### config.mk
export PLATFORM = sky130hd
export DESIGN_NAME = counter_sequencer
export DESIGN_NICKNAME = d
export VERILOG_FILES = /design/src/rtl/counter_seq_pkg.sv /design/src/rtl/tff_up_counter.sv /design/src/rtl/counter_sequencer.sv
export SDC_FILE = /design/constraint.sdc
export NUM_CORES = 1
export LEC_CHECK = 0
export CORE_MARGIN = 10
export CORE_UTILIZATION = 50
export DETAILED_ROUTE_END_ITERATION = 16
export PLACE_DENSITY = 0.78
export SLEW_MARGIN = 20
export SYNTH_ARGS = -nofsm -noshare
export SYNTH_HDL_FRONTEND = slang
export SYNTH_SLANG_ARGS = --single-unit
### constraint.sdc
create_clock -name clock -period 5.3 [get_ports clock]
set_clock_uncertainty 0.15 [all_clocks]
set_input_delay 1.06 -clock clock [delete_from_list [all_inputs] [get_ports clock]]
set_output_delay 1.06 -clock clock [all_outputs]
set_load 0.1 [all_outputs]
### src/rtl/counter_seq_pkg.sv
// Shared types for the counter sequencer: FSM states and command opcodes.
// Optional feature macro used by the sequencer: COUNTER_PRESCALE_EN.
package counter_seq_pkg;

    typedef enum logic [1:0] {
        IDLE = 2'b00,
        RUN  = 2'b01,
        HOLD = 2'b10,
        DONE = 2'b11
    } state_t;

    typedef logic [1:0] op_t;

    localparam op_t OP_START = 2'b00;
    localparam op_t OP_STOP  = 2'b01;
    localparam op_t OP_PAUSE = 2'b10;
    localparam op_t OP_CLEAR = 2'b11;

    // A run is in progress (counting or paused).
    function automatic logic is_active(input state_t s);
        return (s == RUN) || (s == HOLD);
    endfunction

endpackage

### src/rtl/tff_up_counter.sv
// WIDTH-bit up counter built from per-bit T flip-flops.
// Bit i toggles when en is high and all lower bits are 1; clr beats en.
module tff_up_counter #(
    parameter int unsigned WIDTH = 3
) (
    input  logic             clock,
    input  logic             reset,
    input  logic             en,
    input  logic             clr,
    output logic [WIDTH-1:0] q
);

    logic [WIDTH-1:0] t;

    // Toggle enables: ripple AND of the lower bits, gated by en.
    always_comb begin
        logic carry;
        carry = en;
        t     = '0;
        for (int i = 0; i < WIDTH; i++) begin
            t[i]  = carry;
            carry = carry & q[i];
        end
    end

    // T flip-flop bank; synchronous reset and clear take priority.
    always_ff @(posedge clock) begin
        if (reset || clr) begin
            q <= '0;
        end else begin
            q <= q ^ t;
        end
    end

endmodule

### src/rtl/counter_sequencer.sv
// Command-driven run controller around a T-flip-flop up counter.
// START/STOP/PAUSE/CLEAR arrive over valid/ready; free-run or one-shot at a limit.
// Optional feature macro: COUNTER_PRESCALE_EN adds a prescale input that divides ticks.
module counter_sequencer
    import counter_seq_pkg::*;
#(
    parameter int unsigned WIDTH      = 3,
    parameter int unsigned PRESCALE_W = 4
) (
    input  logic                  clock,
    input  logic                  reset,
    input  logic                  cmd_valid,
    output logic                  cmd_ready,
    input  logic [1:0]            cmd_op,
    input  logic [WIDTH-1:0]      cmd_limit,
    input  logic                  cmd_oneshot,
`ifdef COUNTER_PRESCALE_EN
    input  logic [PRESCALE_W-1:0] prescale,
`endif
    output logic [WIDTH-1:0]      count,
    output logic                  busy,
    output logic                  paused,
    output logic                  wrap,
    output logic                  done
);

`ifndef COUNTER_PRESCALE_EN
    // Without the feature a zero divider makes every RUN cycle a tick.
    logic [PRESCALE_W-1:0] prescale;
    assign prescale = '0;
`endif

    state_t                state_q, state_d;
    logic [WIDTH-1:0]      limit_q, limit_d;
    logic                  oneshot_q, oneshot_d;
    logic [PRESCALE_W-1:0] presc_q, presc_d;
    logic                  wrap_d;

    logic accept;
    logic presc_hit;
    logic tick;
    logic at_limit;
    logic cnt_en;
    logic cnt_clr;

    assign cmd_ready = (state_q != DONE);

    // Handshake and tick qualification.
    always_comb begin
        accept    = cmd_valid & cmd_ready;
        presc_hit = (presc_q >= prescale);
        tick      = (state_q == RUN) & presc_hit;
        at_limit  = (count == limit_q);
    end

    // Next-state decode; an accepted command always drops a coincident tick.
    always_comb begin
        state_d   = state_q;
        limit_d   = limit_q;
        oneshot_d = oneshot_q;
        presc_d   = presc_q;
        wrap_d    = 1'b0;
        cnt_en    = 1'b0;
        cnt_clr   = 1'b0;

        if (state_q == RUN) begin
            presc_d = presc_hit ? '0 : presc_q + PRESCALE_W'(1);
        end

        if (state_q == DONE) begin
            state_d = IDLE;
        end else if (accept) begin
            case (cmd_op)
                OP_START: begin
                    limit_d   = cmd_limit;
                    oneshot_d = cmd_oneshot;
                    cnt_clr   = 1'b1;
                    presc_d   = '0;
                    state_d   = RUN;
                end
                OP_STOP: begin
                    if (is_active(state_q)) begin
                        state_d = IDLE;
                    end
                end
                OP_PAUSE: begin
                    if (state_q == RUN) begin
                        state_d = HOLD;
                    end else if (state_q == HOLD) begin
                        state_d = RUN;
                    end
                end
                OP_CLEAR: begin
                    cnt_clr = 1'b1;
                    presc_d = '0;
                end
                default: ;
            endcase
        end else if (tick) begin
            if (!at_limit) begin
                cnt_en = 1'b1;
            end else if (!oneshot_q) begin
                cnt_clr = 1'b1;
                wrap_d  = 1'b1;
            end else begin
                state_d = DONE;
            end
        end
    end

    // FSM state, latched run parameters and registered status outputs.
    always_ff @(posedge clock) begin
        if (reset) begin
            state_q   <= IDLE;
            limit_q   <= '0;
            oneshot_q <= 1'b0;
            presc_q   <= '0;
            busy      <= 1'b0;
            paused    <= 1'b0;
            wrap      <= 1'b0;
            done      <= 1'b0;
        end else begin
            state_q   <= state_d;
            limit_q   <= limit_d;
            oneshot_q <= oneshot_d;
            presc_q   <= presc_d;
            busy      <= is_active(state_d);
            paused    <= (state_d == HOLD);
            wrap      <= wrap_d;
            done      <= (state_d == DONE);
        end
    end

    tff_up_counter #(
        .WIDTH(WIDTH)
    ) u_counter (
        .clock(clock),
        .reset(reset),
        .en   (cnt_en),
        .clr  (cnt_clr),
        .q    (count)
    );

endmodule

==> summary.md, run 1 <==
| Metric | Value |
|---|---|
| Outcome | `completed` |
| Top-count cell post-synth | `dfxtp_1` |
| Synth Cell Area | `691 um2` |
| Die width | `57.2 um` |
| Min cycle time layout | `3.12 ns` |
| Share of the synthesized area in the top cell type | `37.7%` |
| TNS Setup | `0 ns` |
| Setup violators final | `0` |
| RSZ-0062 raised after global routing | `no` |
| CTS Buf Count | `3` |
| Global route overflow | `0` |
| Initial core utilization | `53.1%` |
| Initial antenna violation count | `0` |
| Cts hold-fix bufs | `0` |
| Sw frac | `30.9%` |
| Mux cell area share after synthesis | `0%` |
| Area Growth Syn to Fin | `26.8%` |
| Area share of fa/ha/maj cells after synthesis | `12.7%` |
| Total vias in the final route | `563` |
| FMAX | `321 MHz` |
| Wire length per cell | `13.1 um` |
| Syn Nets | `88` |
| CP arrival | `1.91 ns` |
| Post-route setup slack | `2.18 ns` |
| Antenna cells | `0` |
| Vias in the first global route | `587` |
| Synth warnings | `0` |
| Slew headroom | `34.9%` |
| Sw power | `0.0670 mW` |
| Final ANT Viol Nets | `0` |
| Sequential Power Share | `48.8%` |
| Post-Synth XOR/XNOR Area | `5.07%` |
| Internal power | `0.150 mW` |
| Core area | `0.00130 mm2` |
| Largest net degree at the start of global routing | `14` |
| Pwr dens | `248 mW/mm2` |
| Dominant combinational cell family by area after synthesis | `simple AND/OR/NAND/NOR gates` |
| Buffers on Ports | `16` |
| Worst vdd ir | `0.000201 V` |
| GRT Util Overall | `8.74%` |
| Startpoint Class | `flip-flop` |
| Routability cong. | `0.698` |
| Synth unique cells | `29` |
| Synth Flop Type | `dfxtp_1` |
| Worst-path clk slew | `0.07 ns` |
| Fin nets | `106` |
| First-pass GRT wire length | `2350 um` |
| Cells after Synth | `72` |
| EDFF count, synth | `0` |
| Synth Area in Compound Gates | `15.2%` |
| Routed vias/inst | `5.41` |
| Post-Route WL | `1360 um` |
| Die Area | `0.00327 mm2` |
| Synth area leader | `dfxtp_1` |
| Final hold violations | `0` |
| TritonCTS clock tree | `yes` |
| Core Rows | `13` |
| Mean Syn Cell Area | `9.59 um2` |
| Hpwl dp | `1100 um` |
| CP max FO | `9` |
| WP data required | `4.09 ns` |
| CP Class | `reg -> out` |
| Synthesis-stage register bit count | `13` |
| Fin. max-slew vios | `0` |
| # DRC | `0` |
| Share of cells above drive strength 1 | `6.74%` |
| Pre-CTS setup slack | `2.26 ns` |
| R2R setup slack | `3.44 ns` |
| Max cap viols | `0` |
| Setup crit end kind | `primary output` |
| Gate power share | `23.7%` |
| Static Leakage | `0.377 nW` |
| Tcrit/Tclk final | `58.8%` |
| Top area cells in the synthesized netlist | `dfxtp_1 (38%), ha_1 (13%), nor4b_1 (3.8%)` |
| # fillers | `114` |
| Worst-margin pin slew | `0.973 ns` |
| Post-synthesis sequential area ratio | `37.7%` |
| Clk pwr share | `27.6%` |
| Hold Path Class | `reg -> reg` |
| Clock Latency Late Sink | `0.27 ns` |
| Clock root buffer | `clkbuf_4` |
| IO Pins | `17` |
| Initial drt markers | `9` |
| Post-CTS resize count | `0` |
| Post-route cell area | `876 um2` |
| Simple-Gate Fraction of Synth Area | `23.2%` |
| Post-synth top cells | `dfxtp_1 (13), ha_1 (7), inv_1 (6)` |
| DR pass1 iterations | `4` |
| Post-CTS Setup Bufs | `0` |
| CTS Buffer Depth | `2` |
| FFs w/ async S/R, synth | `0%` |
| Die height | `57.2 um` |
| # clock sinks | `13` |
| DP Area | `850 um2` |
| Max H-tree Level | `1` |
## power by group through the flow
stage	clock network, mW	logic [mW]	registers, mW
2_1_floorplan	0	0.0232	0.122
3_3_place_gp	0	0.0510	0.108
3_5_place_dp	0	0.0517	0.108
4_1_cts	0.0631	0.0519	0.106
5_1_grt	0.0694	0.0553	0.107
6_report	0.0598	0.0513	0.106
## state kept, by name, summed over array words and instances (netlist names)
name	count
u_counter.q	3
limit_q	3
paused	1
state_q	2
oneshot_q	1
done	1
wrap	1
busy	1
## placed cells by master (no fill, tap or decap)
cell type,netlist,layout
nand3_1,4,4
nor4_1,1,1
and3b_1,1,1
nor2b_1,3,3
or4b_4,1,1
nor4_4,1,1
xor2_1,3,3
nor4b_1,3,3
a21boi_1,1,1
nand2b_1,1,1
o21bai_1,1,1
a221o_1,1,1
clkbuf_4,0,3
clkdlybuf4s50_1,0,16
a21bo_2,1,1
xnor2_1,1,1
nor2_1,5,5
o311ai_1,1,1
dfxtp_1,13,13
clkbuf_1,1,1
ha_1,7,7
nand3b_1,1,1
o311a_1,1,1
nand2_1,2,2
o41a_1,1,1
inv_1,6,6
a21oi_1,4,4
o21ai_0,4,4
nor3_1,1,1
## routing by layer
layer	global-route usage (%)	vias to the layer above	routed length, um
met4	3.02	0	22
met2	15.3	12	694
met5	0	-	0
li1	-	291	-
met3	5.97	4	104
met1	7.80	256	543
## critical path, cell delays in order (launching register included)
cell             delay, ns
dfxtp_1               0.39
nand2_1               0.11
clkdlybuf4s50_1       1.13
## worst paths after layout
| check | from | endpoint | depth (start not counted) |
|---|---|---|---|
| worst max-delay path | state_q[0]$_SDFF_PP0_ | cmd_ready | 2 |
| worst min-delay path | limit_q[1]$_SDFFE_PP0P_ | limit_q[1]$_SDFFE_PP0P_ | 2 |
| worst max register to register | limit_q[0]$_SDFFE_PP0P_ | u_counter.q[2]$_SDFF_PP0_ | 6 |
| worst min register to register | limit_q[1]$_SDFFE_PP0P_ | limit_q[1]$_SDFFE_PP0P_ | 2 |
## area by class of cell
class                           count  area [um2]  area share (%)
Sequential cell                    13         260            29.7
Inverter                            6        22.5            2.57
Timing Repair Buffer               16         160            18.3
Tap cell                           15        18.8            2.14
Clock buffer                        4        26.3            3.00
Multi-Input combinational cell     50         388            44.3
## per-stage QoR
stage	util, %	std cells	total power [mW]	hold slack, ns
2_1_floorplan	-	72	0.145	0.315
3_3_place_gp	65.3	100	0.159	0.338
6_report	67.3	104	0.217	0.347
5_1_grt	67.3	104	0.231	0.378
4_1_cts	67.3	104	0.221	0.347
3_5_place_dp	65.3	100	0.160	0.336
## cell families (layout without fill, tap and decap cells)
logic type / count (synthesis) / in the layout
compound gates: 15 / 15
fa+ha+maj: 7 / 7
simple gates: 24 / 24
xor+xnor: 4 / 4
buf+inv: 9 / 26
flops: 13 / 13
Note: power is estimated with default switching activity, not from simulation.
==> run 2, diff against run 1 <==
--- a/config.mk
+++ b/config.mk
@@ -6,9 +6,9 @@
 export NUM_CORES = 1
 export LEC_CHECK = 0
 export CORE_MARGIN = 10
-export CORE_UTILIZATION = 50
+export CORE_UTILIZATION = 42
 export DETAILED_ROUTE_END_ITERATION = 16
-export PLACE_DENSITY = 0.78
+export PLACE_DENSITY = 0.69
 export SLEW_MARGIN = 20
 export SYNTH_ARGS = -nofsm -noshare
 export SYNTH_HDL_FRONTEND = slang
==> constraint.sdc (replaced) <==
create_clock -name clock -period 2.55 [get_ports clock]
set_clock_uncertainty 0.15 [all_clocks]
set_input_delay 0.51 -clock clock [delete_from_list [all_inputs] [get_ports clock]]
set_output_delay 0.51 -clock clock [all_outputs]
set_load 0.1 [all_outputs]
==> run 2 against run 1 <==
Effect of this change: via count down 0.53%; global-route usage down 0.64 points; routed wire length down 2.9%; core utilization down 10 points; critical endpoint is now busy$_SDFF_PP0_; largest cell class unchanged.
==> summary.md, run 2 (synthesized netlist as in run 1, its figures left out) <==
| Metric | Value |
|---|---|
| Outcome | `completed` |
| CP Class | `in -> reg` |
| Max H-tree Level | `1` |
| Slew headroom | `69.6%` |
| Most common cell after layout, fill and taps aside | `dfxtp_1` |
| Worst-margin pin slew | `0.454 ns` |
| Die height | `60.6 um` |
| Cts hold-fix bufs | `0` |
| Min cycle time layout | `2.14 ns` |
| Hpwl dp | `1090 um` |
| TNS Setup | `0 ns` |
| WP data required | `2.55 ns` |
| R2R depth | `6` |
| Core area | `0.00152 mm2` |
| Clock root buffer | `clkbuf_4` |
| Critical Path Source | `cmd_op[0]` |
| Setup crit end kind | `flip-flop` |
| DR pass1 iterations | `6` |
| Post-Route WL | `1320 um` |
| Vias in the first global route | `549` |
| Final Non-Filler Cells | `106` |
| Die width | `60.6 um` |
| Largest net degree at the start of global routing | `14` |
| Area Growth Syn to Fin | `25.5%` |
| Dpl cells | `102` |
| Share of cells above drive strength 1 | `18.9%` |
| Cell breakdown of the critical path | `clkdlybuf4s50_1 > inv_1 > ha_1 > and3b_1 > o311ai_1 > nor2_1 > ha_1 > nor2_1` |
| Tcrit/Tclk final | `84.1%` |
| CP max FO | `2` |
| Setup violators final | `0` |
| First-pass GRT wire length | `2300 um` |
| Initial antenna violation count | `0` |
| TritonCTS clock tree | `yes` |
| Initial core utilization | `45.3%` |
| Total Power | `0.448 mW` |
| Global route overflow | `0` |
| IO Pins | `17` |
| Top Registers | `limit_q: 3 flops, u_counter.q: 3 flops, state_q: 2 flops` |
| Core Rows | `14` |
| Total vias in the final route | `560` |
| Fin. max-slew vios | `0` |
| Clock Latency Late Sink | `0.27 ns` |
| Final hold violations | `0` |
| RSZ-0062 raised after global routing | `no` |
| Wire length per cell | `12.5 um` |
| CTS Buf Count | `3` |
| Post-route setup slack | `0.406 ns` |
| FMAX | `466 MHz` |
| CTS Buffer Depth | `2` |
| Pwr dens | `517 mW/mm2` |
| Fin nets | `107` |
| GRT Util Overall | `8.10%` |
| Worst R2R Start | `limit_q[0]$_SDFFE_PP0P_` |
| # clock sinks | `13` |
| Die Area | `0.00367 mm2` |
| Initial drt markers | `4` |
| Startpoint Class | `primary input` |
| Worst vdd ir | `0.000326 V` |
| CP arrival | `2.14 ns` |
| Max cap viols | `0` |
| CP Capture Point | `busy$_SDFF_PP0_` |
| Leading cell types in the layout, fill and taps excluded | `dfxtp_1 (11), buf_4 (9), clkdlybuf4s50_1 (8), ha_1 (7), inv_1 (6)` |
| Slowest-stage cell, CP | `clkdlybuf4s50_1` |
| Static Leakage | `0.396 nW` |
| Routed vias/inst | `5.28` |
| Post-CTS resize count | `0` |
| Buffers on Ports | `16` |
| Final ANT Viol Nets | `0` |
| Slowest cell delay on critical path | `0.48 ns` |
| FF-to-FF End | `u_counter.q[2]$_SDFF_PP0_` |
| Post-CTS Setup Bufs | `0` |
| Routability cong. | `0.707` |
| # DRC | `0` |
| R2R setup slack | `0.71 ns` |
| Hold Path Class | `reg -> reg` |
| Antenna cells | `0` |
| # fillers | `141` |
| Worst-path clk slew | `0.08 ns` |
| Pre-CTS setup slack | `0.113 ns` |
-- run 2: stage by stage --
| step | hold slack [ns] | area, um2 | util, % |
|---|---|---|---|
| after detailed placement | 0.339 | 841 | 55.2 |
| after global routing | 0.373 | 867 | 56.9 |
| final | 0.345 | 867 | 56.9 |
| after floorplan | 0.315 | 693 | - |
| after global placement | 0.337 | 841 | 55.2 |
| after CTS | 0.350 | 867 | 56.9 |
-- run 2: layer usage --
layer / wire length, um / GRT usage [%] / vias to the layer above
li1: - / - / 290
met1: 562 / 8.84 / 257
met2: 629 / 12.8 / 13
met3: 132 / 5.43 / 0
met4: 0 / 1.88 / 0
met5: 0 / 0 / -
-- run 2: critical path, delay by kind of cell --
family / cells / cell delay [ns]
AOI/OAI and AO/OA: 1 / 0.29
and+or+nand+nor: 3 / 0.31
buffers and inverters: 2 / 0.54
adders and majority gates: 2 / 0.48
-- run 2: power by group --
part / internal (mW) / leakage [nW] / switching [mW]
clock network: 0.0606 / 0.0150 / 0.0624
registers: 0.212 / 0.107 / 0.00788
logic: 0.0378 / 0.275 / 0.0675
total: 0.311 / 0.396 / 0.138
-- run 2: area by class of cell --
class                           count  area [um2]  area share (%)
Multi-Input combinational cell     50         388            44.7
Sequential cell                    13         263            30.3
Timing Repair Buffer               17         148            17.0
Clock buffer                        4        26.3            3.03
Inverter                            6        22.5            2.60
Tap cell                           16        20.0            2.31
-- run 2: worst min path at each step --
stage | startpoint | endpoint | slack [ns] | depth (start not counted)
6_report | limit_q[2]$_SDFFE_PP0P_ | limit_q[2]$_SDFFE_PP0P_ | 0.35 | 2
5_1_grt | limit_q[0]$_SDFFE_PP0P_ | limit_q[0]$_SDFFE_PP0P_ | 0.37 | 2
4_1_cts | limit_q[2]$_SDFFE_PP0P_ | limit_q[2]$_SDFFE_PP0P_ | 0.35 | 2
3_5_place_dp | limit_q[2]$_SDFFE_PP0P_ | limit_q[2]$_SDFFE_PP0P_ | 0.34 | 2
3_3_place_gp | limit_q[0]$_SDFFE_PP0P_ | limit_q[0]$_SDFFE_PP0P_ | 0.34 | 2
2_1_floorplan | limit_q[0]$_SDFFE_PP0P_ | limit_q[0]$_SDFFE_PP0P_ | 0.32 | 2
